--- config.mk ---
export PLATFORM = sky130hd
export DESIGN_NAME = regfile_sb_flat
export DESIGN_NICKNAME = d
export VERILOG_FILES = /design/src/rtl/regfile_sb_if.sv /design/src/rtl/regfile_sb.sv /design/src/flat_wrapper.sv
export SDC_FILE = /design/constraint.sdc
export NUM_CORES = 2
export LEC_CHECK = 0
export ABC_AREA = 1
export CAP_MARGIN = 20
export CORE_ASPECT_RATIO = 0.5
export CORE_MARGIN = 2
export CORE_UTILIZATION = 40
export DETAILED_ROUTE_END_ITERATION = 12
export MAX_ROUTING_LAYER = met4
export PLACE_DENSITY = 0.59
export SLEW_MARGIN = 20
export SYNTH_ARGS = -nofsm -noshare
export SYNTH_HDL_FRONTEND = slang
export SYNTH_SLANG_ARGS = --single-unit
--- constraint.sdc ---
create_clock -name clk -period 7.2 [get_ports clk]
set_clock_uncertainty 0.15 [all_clocks]
set_input_delay 1.44 -clock clk [delete_from_list [all_inputs] [get_ports clk]]
set_output_delay 1.44 -clock clk [all_outputs]
set_load 0.01 [all_outputs]
--- src/rtl/regfile_sb_if.sv ---
// ---------------------------------------------------------------------------
// regfile_sb_if -- bus bundle for the scoreboarded register file.
//
// Groups every port of regfile_sb except clk/reset:
//   read ports   : rd_addr_1/2 (in), rd_data_1/2, rd_busy_1/2 (out)
//   writeback    : wr_en, wr_addr, wr_data (in)
//   HI/LO        : hi_wr_en, lo_wr_en, hi_wr_data, lo_wr_data (in),
//                  hi_data, lo_data (out)
//   issue        : issue_en, issue_addr, issue_hilo (in)
//   status       : issue_ready, hilo_busy, busy_count, err (out)
// The slave modport is the register file; the master modport is the
// pipeline (or bench) driving it.
// ---------------------------------------------------------------------------
interface regfile_sb_if #(
    parameter int DATA_W = 32,
    parameter int ADDR_W = 5
);
    logic [ADDR_W-1:0] rd_addr_1;
    logic [ADDR_W-1:0] rd_addr_2;
    logic [DATA_W-1:0] rd_data_1;
    logic [DATA_W-1:0] rd_data_2;
    logic              rd_busy_1;
    logic              rd_busy_2;

    logic              wr_en;
    logic [ADDR_W-1:0] wr_addr;
    logic [DATA_W-1:0] wr_data;

    logic              hi_wr_en;
    logic              lo_wr_en;
    logic [DATA_W-1:0] hi_wr_data;
    logic [DATA_W-1:0] lo_wr_data;
    logic [DATA_W-1:0] hi_data;
    logic [DATA_W-1:0] lo_data;

    logic              issue_en;
    logic [ADDR_W-1:0] issue_addr;
    logic              issue_hilo;

    logic              issue_ready;
    logic              hilo_busy;
    logic [ADDR_W:0]   busy_count;
    logic              err;

    modport slave (
        input  rd_addr_1, rd_addr_2,
        output rd_data_1, rd_data_2, rd_busy_1, rd_busy_2,
        input  wr_en, wr_addr, wr_data,
        input  hi_wr_en, lo_wr_en, hi_wr_data, lo_wr_data,
        output hi_data, lo_data,
        input  issue_en, issue_addr, issue_hilo,
        output issue_ready, hilo_busy, busy_count, err
    );

    modport master (
        output rd_addr_1, rd_addr_2,
        input  rd_data_1, rd_data_2, rd_busy_1, rd_busy_2,
        output wr_en, wr_addr, wr_data,
        output hi_wr_en, lo_wr_en, hi_wr_data, lo_wr_data,
        input  hi_data, lo_data,
        output issue_en, issue_addr, issue_hilo,
        input  issue_ready, hilo_busy, busy_count, err
    );
endinterface

--- src/rtl/regfile_sb.sv ---
// ---------------------------------------------------------------------------
// regfile_sb -- register file with write-back scoreboard and HI/LO pair.
//
// Ports:
//   clk    : single clock, all state changes on its rising edge
//   reset  : asynchronous active-low reset (0 = in reset)
//   bus    : regfile_sb_if.slave, carrying two combinational read ports with
//            per-register busy flags, one writeback port, HI/LO writeback
//            and read, the issue port (register and HI/LO) and status
//            outputs (issue_ready, hilo_busy, busy_count, sticky err).
//
// Register 0 is hard-wired to zero and never tracked by the scoreboard.
// With BYPASS=1 a writeback is visible on the read ports (data and busy)
// and on hi_data/lo_data in the same cycle it is presented.
// ---------------------------------------------------------------------------
module regfile_sb #(
    parameter int DATA_W = 32,
    parameter int ADDR_W = 5,
    parameter int BYPASS = 1
) (
    input  logic           clk,
    input  logic           reset,
    regfile_sb_if.slave    bus
);
    localparam int NREG = 2 ** ADDR_W;
    localparam bit BYP  = (BYPASS != 0);

    logic [DATA_W-1:0] regs_q [NREG];
    logic [DATA_W-1:0] regs_d [NREG];
    logic [NREG-1:0]   busy_q;
    logic [NREG-1:0]   busy_d;
    logic [DATA_W-1:0] hi_q, hi_d;
    logic [DATA_W-1:0] lo_q, lo_d;
    logic              hilo_busy_q, hilo_busy_d;
    logic              err_q, err_d;
    logic [ADDR_W:0]   busy_count_q, busy_count_d;

    logic wr_live;
    logic issue_live;
    logic issue_ok;
    logic waw;
    logic hilo_wr;
    logic hilo_issue_ok;
    logic hilo_waw;
    logic byp_1, byp_2;

    // Writes and issues aimed at register 0 are no-ops for state.
    assign wr_live    = bus.wr_en    && (bus.wr_addr    != '0);
    assign issue_live = bus.issue_en && (bus.issue_addr != '0);

    // A writeback in this cycle frees its target in time for a new issue.
    assign bus.issue_ready = (bus.issue_addr == '0)
                           || !busy_q[bus.issue_addr]
                           || (bus.wr_en && (bus.wr_addr == bus.issue_addr));

    assign issue_ok = issue_live && bus.issue_ready;
    assign waw      = bus.issue_en && !bus.issue_ready;

    assign hilo_wr       = bus.hi_wr_en || bus.lo_wr_en;
    assign hilo_issue_ok = bus.issue_hilo && (!hilo_busy_q || hilo_wr);
    assign hilo_waw      = bus.issue_hilo && hilo_busy_q && !hilo_wr;

    // Forwarding hit per read port; never for register 0.
    assign byp_1 = BYP && wr_live && (bus.wr_addr == bus.rd_addr_1);
    assign byp_2 = BYP && wr_live && (bus.wr_addr == bus.rd_addr_2);

    assign bus.rd_data_1 = (bus.rd_addr_1 == '0) ? '0 :
                           byp_1 ? bus.wr_data : regs_q[bus.rd_addr_1];
    assign bus.rd_data_2 = (bus.rd_addr_2 == '0) ? '0 :
                           byp_2 ? bus.wr_data : regs_q[bus.rd_addr_2];

    assign bus.rd_busy_1 = (bus.rd_addr_1 != '0) && busy_q[bus.rd_addr_1] && !byp_1;
    assign bus.rd_busy_2 = (bus.rd_addr_2 != '0) && busy_q[bus.rd_addr_2] && !byp_2;

    assign bus.hi_data = (BYP && bus.hi_wr_en) ? bus.hi_wr_data : hi_q;
    assign bus.lo_data = (BYP && bus.lo_wr_en) ? bus.lo_wr_data : lo_q;

    assign bus.hilo_busy  = hilo_busy_q;
    assign bus.busy_count = busy_count_q;
    assign bus.err        = err_q;

    always_comb begin
        regs_d       = regs_q;
        busy_d       = busy_q;
        hi_d         = hi_q;
        lo_d         = lo_q;
        hilo_busy_d  = hilo_busy_q;
        err_d        = err_q;
        busy_count_d = '0;

        if (wr_live) begin
            regs_d[bus.wr_addr] = bus.wr_data;
            busy_d[bus.wr_addr] = 1'b0;
        end
        // Applied after the clear so a same-cycle issue leaves the entry busy.
        if (issue_ok) begin
            busy_d[bus.issue_addr] = 1'b1;
        end

        if (bus.hi_wr_en) hi_d = bus.hi_wr_data;
        if (bus.lo_wr_en) lo_d = bus.lo_wr_data;
        if (hilo_wr)       hilo_busy_d = 1'b0;
        if (hilo_issue_ok) hilo_busy_d = 1'b1;

        if (waw || hilo_waw) err_d = 1'b1;

        // Count is taken from next-state bits so it tracks busy exactly.
        for (int i = 1; i < NREG; i++) begin
            busy_count_d = busy_count_d + {{ADDR_W{1'b0}}, busy_d[i]};
        end
    end

    always_ff @(posedge clk or negedge reset) begin
        if (!reset) begin
            for (int i = 0; i < NREG; i++) begin
                regs_q[i] <= '0;
            end
            busy_q       <= '0;
            hi_q         <= '0;
            lo_q         <= '0;
            hilo_busy_q  <= 1'b0;
            err_q        <= 1'b0;
            busy_count_q <= '0;
        end else begin
            for (int i = 0; i < NREG; i++) begin
                regs_q[i] <= regs_d[i];
            end
            busy_q       <= busy_d;
            hi_q         <= hi_d;
            lo_q         <= lo_d;
            hilo_busy_q  <= hilo_busy_d;
            err_q        <= err_d;
            busy_count_q <= busy_count_d;
        end
    end
endmodule

--- src/flat_wrapper.sv ---
// flat-port wrapper written by rule: the top's interface ports become plain ports
module regfile_sb_flat 
#(
    parameter int DATA_W = 32,
    parameter int ADDR_W = 5,
    parameter int BYPASS = 1
)
  (clk, reset, bus_rd_addr_1, bus_rd_addr_2, bus_rd_data_1, bus_rd_data_2, bus_rd_busy_1, bus_rd_busy_2, bus_wr_en, bus_wr_addr, bus_wr_data, bus_hi_wr_en, bus_lo_wr_en, bus_hi_wr_data, bus_lo_wr_data, bus_hi_data, bus_lo_data, bus_issue_en, bus_issue_addr, bus_issue_hilo, bus_issue_ready, bus_hilo_busy, bus_busy_count, bus_err);
  regfile_sb_if #(.DATA_W(DATA_W), .ADDR_W(ADDR_W)) bus_i ();
  input  logic clk;
  input  logic reset;
  input wire logic [$bits(bus_i.rd_addr_1)-1:0] bus_rd_addr_1;
  input wire logic [$bits(bus_i.rd_addr_2)-1:0] bus_rd_addr_2;
  output wire logic [$bits(bus_i.rd_data_1)-1:0] bus_rd_data_1;
  output wire logic [$bits(bus_i.rd_data_2)-1:0] bus_rd_data_2;
  output wire logic [$bits(bus_i.rd_busy_1)-1:0] bus_rd_busy_1;
  output wire logic [$bits(bus_i.rd_busy_2)-1:0] bus_rd_busy_2;
  input wire logic [$bits(bus_i.wr_en)-1:0] bus_wr_en;
  input wire logic [$bits(bus_i.wr_addr)-1:0] bus_wr_addr;
  input wire logic [$bits(bus_i.wr_data)-1:0] bus_wr_data;
  input wire logic [$bits(bus_i.hi_wr_en)-1:0] bus_hi_wr_en;
  input wire logic [$bits(bus_i.lo_wr_en)-1:0] bus_lo_wr_en;
  input wire logic [$bits(bus_i.hi_wr_data)-1:0] bus_hi_wr_data;
  input wire logic [$bits(bus_i.lo_wr_data)-1:0] bus_lo_wr_data;
  output wire logic [$bits(bus_i.hi_data)-1:0] bus_hi_data;
  output wire logic [$bits(bus_i.lo_data)-1:0] bus_lo_data;
  input wire logic [$bits(bus_i.issue_en)-1:0] bus_issue_en;
  input wire logic [$bits(bus_i.issue_addr)-1:0] bus_issue_addr;
  input wire logic [$bits(bus_i.issue_hilo)-1:0] bus_issue_hilo;
  output wire logic [$bits(bus_i.issue_ready)-1:0] bus_issue_ready;
  output wire logic [$bits(bus_i.hilo_busy)-1:0] bus_hilo_busy;
  output wire logic [$bits(bus_i.busy_count)-1:0] bus_busy_count;
  output wire logic [$bits(bus_i.err)-1:0] bus_err;
  assign bus_i.rd_addr_1 = bus_rd_addr_1;
  assign bus_i.rd_addr_2 = bus_rd_addr_2;
  assign bus_rd_data_1 = bus_i.rd_data_1;
  assign bus_rd_data_2 = bus_i.rd_data_2;
  assign bus_rd_busy_1 = bus_i.rd_busy_1;
  assign bus_rd_busy_2 = bus_i.rd_busy_2;
  assign bus_i.wr_en = bus_wr_en;
  assign bus_i.wr_addr = bus_wr_addr;
  assign bus_i.wr_data = bus_wr_data;
  assign bus_i.hi_wr_en = bus_hi_wr_en;
  assign bus_i.lo_wr_en = bus_lo_wr_en;
  assign bus_i.hi_wr_data = bus_hi_wr_data;
  assign bus_i.lo_wr_data = bus_lo_wr_data;
  assign bus_hi_data = bus_i.hi_data;
  assign bus_lo_data = bus_i.lo_data;
  assign bus_i.issue_en = bus_issue_en;
  assign bus_i.issue_addr = bus_issue_addr;
  assign bus_i.issue_hilo = bus_issue_hilo;
  assign bus_issue_ready = bus_i.issue_ready;
  assign bus_hilo_busy = bus_i.hilo_busy;
  assign bus_busy_count = bus_i.busy_count;
  assign bus_err = bus_i.err;
  regfile_sb #(.DATA_W(DATA_W), .ADDR_W(ADDR_W), .BYPASS(BYPASS)) u_core (.clk(clk), .reset(reset), .bus(bus_i));
endmodule
## Word-level counts from Yosys, hierarchy flattened

Index checks and enable logic that the tools add are counted.

| storage, ports and cells | value |
|---|---|
| bits in registers | 1128 |
| output and inout bits | 139 |
| word-level logic and storage cells | 152 |

| operators by class | value |
|---|---|
| add/sub/neg operators | 30 |
| magnitude comparators | 10 |
| equal/unequal tests | 3 |
| multiplexer cells | 29 |
| bitwise operators | 6 |
| reductions and logical operators | 36 |

Operators by type and width:

| kind | number |
|---|---|
| 1024-bit bitwise mux | 1 |
| 32-bit 2-to-1 mux | 13 |
| 32-bit binary-select mux with 5-bit select | 2 |
| 6-bit by 1-bit adder with 6-bit output | 29 |
| 32-bit demux with 5-bit select | 1 |
| 32-bit bitwise AND | 1 |
| 32-bit NOT | 1 |
| 32-bit OR | 1 |
| 5-bit by 6-bit < comparator with 1-bit output, second input constant | 4 |
| 5-bit nonzero test | 4 |
| 6-bit greater-or-equal comparator, second input constant | 3 |
| 5-bit NOT with 6-bit output | 3 |
| 1-bit logical AND | 17 |
| 1-bit binary-select mux with 5-bit select | 3 |
| 5-bit equality test | 3 |
| 5-bit zero test | 3 |
| 1-bit demux with 5-bit select | 2 |
| 5-bit by 1-bit greater-or-equal comparator with 1-bit output, second input constant | 2 |
| 1-bit 2-to-1 mux | 7 |
| 1-bit zero test | 6 |
| 6-bit by 1-bit < comparator with 1-bit output, second input constant | 1 |
| 1-bit logical OR | 5 |
| 1-bit by 1-bit adder with 2-bit output | 1 |
| 2-bit nonzero test | 1 |

## Logic depth before layout (Yosys ltp)

| logic depth | value |
|---|---|
| depth after elaboration | 39 |
| gate-level depth with buffers | 31 |
| depth with buffers taken out | 29 |

## Worst setup path after synthesis

Ideal clock, no wire load.

| timing | value |
|---|---|
| kind | in2reg |
| from | input port bus_wr_addr[2] |
| to | register u_core.busy_count_q[4], in the netlist u_core.bus.busy_count[4] |
| setup time | 0.080 ns |
| arrival | 6.821 ns |
| required time | 6.970 ns |
| path slack | 0.149 ns |
| stages on the path | 24 |
| buffers on the path | 3 |
| cell sequence | buf_2 > inv_2 > nand2_4 > o21ai_4 > inv_4 > nand2_2 > nor2_1 > buf_2 > clkbuf_2 > o21ai_0 > fa_1 > inv_1 > fa_1 > inv_1 > fa_1 > fa_1 > fa_1 > fa_1 > ha_1 > fa_1 > a21oi_1 > nor2_1 > nor2_1 > xnor2_1 |

| on the way | value |
|---|---|
| elaborated cells on any way between the ends | 46 |
| those cells by class | 30 x add/sub; 2 x order compare; 1 x eq/ne; 4 x mux; 3 x bitwise; 6 x reduce/logical |

RTL lines:

| element | RTL line | text |
|---|---|---|
| from (decl) | flat_wrapper.sv:19 | `input wire logic [$bits(bus_i.wr_addr)-1:0] bus_wr_addr;` |
| 5-bit by 6-bit < comparator with 1-bit output (implied by the code) / 5-bit by 1-bit greater-or-equal comparator with 1-bit output (equally long branches) | regfile_sb.sv:93 | `busy_d[bus.wr_addr] = 1'b0;` |
| 1-bit logical AND (implied by the code) | regfile_sb.sv:93 |  |
| 1-bit 2-to-1 mux (implied by the code) | regfile_sb.sv:93 |  |
| 1-bit demux with 5-bit select | -- |  |
| 32-bit NOT (no source line) | -- |  |
| 32-bit bitwise AND (no source line) | -- |  |
| 32-bit 2-to-1 mux | regfile_sb.sv:91 | `if (wr_live) begin` |
| 32-bit OR (no source line) | -- |  |
| 32-bit 2-to-1 mux (*) | regfile_sb.sv:96 | `if (issue_ok) begin` |
| named net u_core.busy_d[9] | regfile_sb.sv:31 | `logic [NREG-1:0] busy_d;` |
| 6-bit by 1-bit adder with 6-bit output (*) (23 in a row) | regfile_sb.sv:109 | `busy_count_d = busy_count_d + {{ADDR_W{1'b0}}, busy_d[i]};` |
| named net u_core.busy_count_d[4] | regfile_sb.sv:36 | `logic [ADDR_W:0] busy_count_q, busy_count_d;` |
| to (signal assigned) | regfile_sb.sv:133 | `busy_count_q <= busy_count_d;` |
| to (decl) | regfile_sb.sv:36 |  |

Mark *: on every way through the listed nets, which the timed path passes. The rest lies on a longest branch.
A chain may end at the register's enable or synchronous reset.

## Final worst setup path

| timing | value |
|---|---|
| from | input port bus_issue_addr[4] |
| to | register u_core.busy_count_q[4], in the netlist u_core.bus.busy_count[4] |

| on the way | value |
|---|---|
| elaborated cells on any way between the ends | 48 |
| those cells by class | 30 x add/sub; 2 x order compare; 1 x eq/ne; 5 x mux; 1 x bitwise; 9 x reduce/logical |

RTL lines:

| element | RTL line | text |
|---|---|---|
| from (decl) | flat_wrapper.sv:28 | `input wire logic [$bits(bus_i.issue_addr)-1:0] bus_issue_addr;` |
| parallel branches: the longest is 6 deep, another holds 5-bit by 6-bit < comparator with 1-bit output | -- |  |
| 32-bit 2-to-1 mux (*) | regfile_sb.sv:96 |  |
| named net u_core.busy_d[9] | regfile_sb.sv:31 |  |
| 6-bit by 1-bit adder with 6-bit output (*) (23 in a row) | regfile_sb.sv:109 |  |
| named net u_core.busy_count_d[4] | regfile_sb.sv:36 |  |

Mark *: on every way through the listed nets, which the timed path passes. The select of a mux whose other input is x is not followed.

==> metrics.md <==
| Metric | Value |
|---|---|
| Die area | `around 160,000 sq um` |
| Worst-Margin Slew | `1.21 ns` |
| Clock sink total | `about 1,100` |
| Static leakage | `31.1 nW` |
| Most common library cells after synthesis | `1,614 x nand2_1, 1,516 x o21ai_0, 1,128 x dfrtp_1` |
| Max-slew violations | `0` |
| Final wirelength | `around 250,000 um` |
| Final Setup Violations | `0` |
| Worst skew pair latency | `0.72 ns` |
| H-tree levels | `3` |
| GPL Wtd Cong | `0.902` |
| Synth Warn # | `0` |
| Initial Util | `0.402` |
| Vias post-DR | `60,800` |
| PwrDens | `302 nW/um^2` |
| FF+latch count, synth | `around 1,100` |
| Area contributors post-synth | `dfrtp_1 45%, o21ai_0 12%, nand2_1 9.8%, a21oi_1 8.4%, nand3_1 5.9%` |
| Most frequent cell after synthesis | `nand2_1` |
| Post-Syn Nets | `approximately 8,600` |
| Reg2Reg Depth | `26` |
| Count of cell types in the netlist | `35` |
| RSZ-0062 raised after global routing | `no` |
| Post-synth EDFFs | `0` |
| Worst endpoint required time | `7.69 ns` |
| Vias in the first global route | `55,100` |
| Final hold vios | `0` |
| Port-buffer cells | `261` |
| DPL Wire Length | `140,000 um` |
| Root Driver | `clkbuf_16` |
| ANT nets after route | `0` |
| Crit path DAT | `roughly 7.4 ns` |
| Setup crit start kind | `primary input` |
| Mean routed wirelength per cell | `~24 um` |
| Layout area overhead | `13.1%` |
| Async set-or-reset flop fraction in the synthesized netlist | `1.00` |
| FMAX | `145 MHz` |
| Pre-CTS setup slack | `-0.761 ns` |
| RR Startpoint | `u_core.busy_q[14]` |
| First-pass GRT wire length | `373,000 um` |
| Post-synth top flop | `dfrtp_1` |
| Synthesized area per cell | `between 7 and 8 sq um` |
| CP endpoint kind | `flip-flop` |
| Critical path buffers and inverters | `6` |
| Max-cap viol count | `0` |
| Maximum vdd ir drop | `1.32 mV` |
| Net count, final | `8,416` |
| First-pass DRT Iterations | `6` |
| GRT overflow | `0` |
| Yosys top cell area share | `0.454` |
| HP Class | `flip-flop to flip-flop` |
| Mean number of vias per cell | `5.83` |
| Slew margin rel. | `0.193` |
| Post-synthesis sequential area ratio | `0.454` |
| Most frequent CP cell | `fa_1` |
| Outcome | `finished, final reports clean` |
| Clock buffer count from CTS | `110` |
| DRT iter0 DRCs | `8,507` |
| R2R setup slack | `1.08 ns` |
| IO Count | `262` |
| GRT Resource Usage Total | `0.323` |
| TritonCTS clock tree | `built` |
| Post-cts hold buffer count | `0` |
| Share of layout cells above drive strength 1 | `0.0627` |
| Die X-Extent | `561 um` |
| CP Depth | `26` |
| Fin worst setup slack | `0.317 ns` |
| Netlist Area Pre-Place | `62,100 sq um` |
| Largest net degree at the start of global routing | `188` |
| Delay-heaviest family, CP | `adder cells` |
| Post-route clock period utilization | `0.956` |
| Final min period | `6.88 ns` |
| Pwr Total | `~21 mW` |
| Fin Setup TNS | `0 ns` |
| Top cell type by total area after synthesis | `dfrtp_1` |
| Setup CP Type | `primary input to flip-flop` |
| Residual DRC count | `0` |
| Antenna violations before repair | `15` |
| Hold Crit Depth | `0` |
| Core region area | `154,000 sq um` |
| Worst Path Max Fanout | `27` |
| R2R Path End | `u_core.bus.busy_count[4]` |
| Die H | `283 um` |
| Clock Path Buffers | `3` |
| Rows | `102` |
| # Post-CTS Setup Buffers | `0` |
| CP peak stage delay | `0.58 ns` |
| Hold Crit Endpoint | `u_core.regs_q[1008]` |
| Slowest cell on crit path | `fa_1` |
| Clock slew seen by the registers of the worst setup and hold paths | `roughly 0.06 ns` |
| Hold_sp | `u_core.regs_q[1008]` |
| Instance count of the mapped netlist | `8,443` |
-- cells in the final DEF (no fill, tap or decap), types with 3 or more instances in the layout --
cell / n
inv_2: 10
inv_4: 4
clkbuf_16: 112
clkinvlp_4: 3
o21ai_2: 3
clkbuf_8: 29
o21ai_0: 1512
dfrtp_1: 1128
clkbuf_1: 20
nand2_2: 7
nor3_2: 8
xnor2_1: 4
inv_6: 5
nor2_4: 24
clkinv_1: 14
clkinv_2: 21
fa_1: 21
ha_1: 8
clkdlybuf4s50_1: 248
o21ai_1: 78
o211ai_1: 223
inv_1: 577
xor2_1: 6
buf_6: 4
nor2_1: 503
o22ai_1: 31
diode_2: 12
nor3_1: 10
nand2_4: 7
nand4_1: 67
a21oi_1: 1039
buf_12: 35
buf_4: 222
nand2_1: 1606
buf_8: 5
nand3_1: 725
bufinv_16: 9
-- state kept, by name (all words and copies together), names as in the netlist --
| signal | count |
|---|---|
| u_core.bus.err | 1 |
| u_core.lo_q | 32 |
| u_core.hi_q | 32 |
| u_core.bus.hilo_busy | 1 |
| u_core.bus.busy_count | 6 |
| u_core.regs_q | 1024 |
| u_core.busy_q | 32 |
-- layout make-up --
type	count	area [sq um]
diodes	12	30.0
clock buffers	161	3280
clock inverters	37	480
fillers	15700	84200
inverters	611	2330
multi-input cells	5894	28300
flip-flops and latches	1128	28200
well taps	2080	2600
repair buffers	516	4990
-- per-layer routing --
metal | wire (um) | up-vias | global-route usage
li1 | - | 27900 | -
met1 | 110000 | 29000 | 0.458
met2 | 106000 | 3365 | 0.462
met3 | 26000 | 573 | 0.0503
met4 | 10400 | 0 | 0.124
met5 | 0 | - | -
-- power breakdown --
part	leakage [nW]	total, mW	internal [mW]	switching [mW]
Combinational	15.6	6.51	2.70	3.81
Clock	1.86	6.24	3.48	2.76
Sequential	13.6	8.47	7.73	0.746
Total	31.1	21.2	13.9	7.32
-- cells by family after synthesis --
group	synth area share
buf+inv	0.0931
compound gates	0.243
fa+ha+maj	0.00923
flops	0.454
simple gates	0.199
xor+xnor	0.00141
-- worst max-delay path by stage --
stage,from,to,slack [ns]
final,bus_issue_addr[4],u_core.bus.busy_count[4],0.32
after global routing,bus_issue_addr[4],u_core.bus.busy_count[4],0.007
after CTS,bus_issue_addr[1],u_core.bus.busy_count[4],0.07
after detailed placement,bus_issue_addr[0],u_core.bus.busy_count[4],-0.76
after global placement,bus_issue_addr[0],u_core.bus.busy_count[4],-0.74
after floorplan,bus_wr_addr[2],u_core.bus.busy_count[4],0.15
-- per-stage QoR --
stage          hold WS, ns  instances  utilization  area [sq um]
4_1_cts              0.244      10400        0.454         70100
3_3_place_gp         0.226      10200        0.430         66300
6_report             0.239      10400        0.455         70200
3_5_place_dp         0.230      10200        0.430         66300
2_1_floorplan        0.290       8443            -         62100
5_1_grt              0.250      10400        0.455         70200
-- timing repair --
| action | 4_1_cts | 5_1_grt |
|---|---|---|
| gates resized for setup | 2 | 18 |
| setup endpoints to repair | 1 | 4 |
| pin swaps | 0 | 4 |
Note: power is estimated with default switching activity, not from simulation.
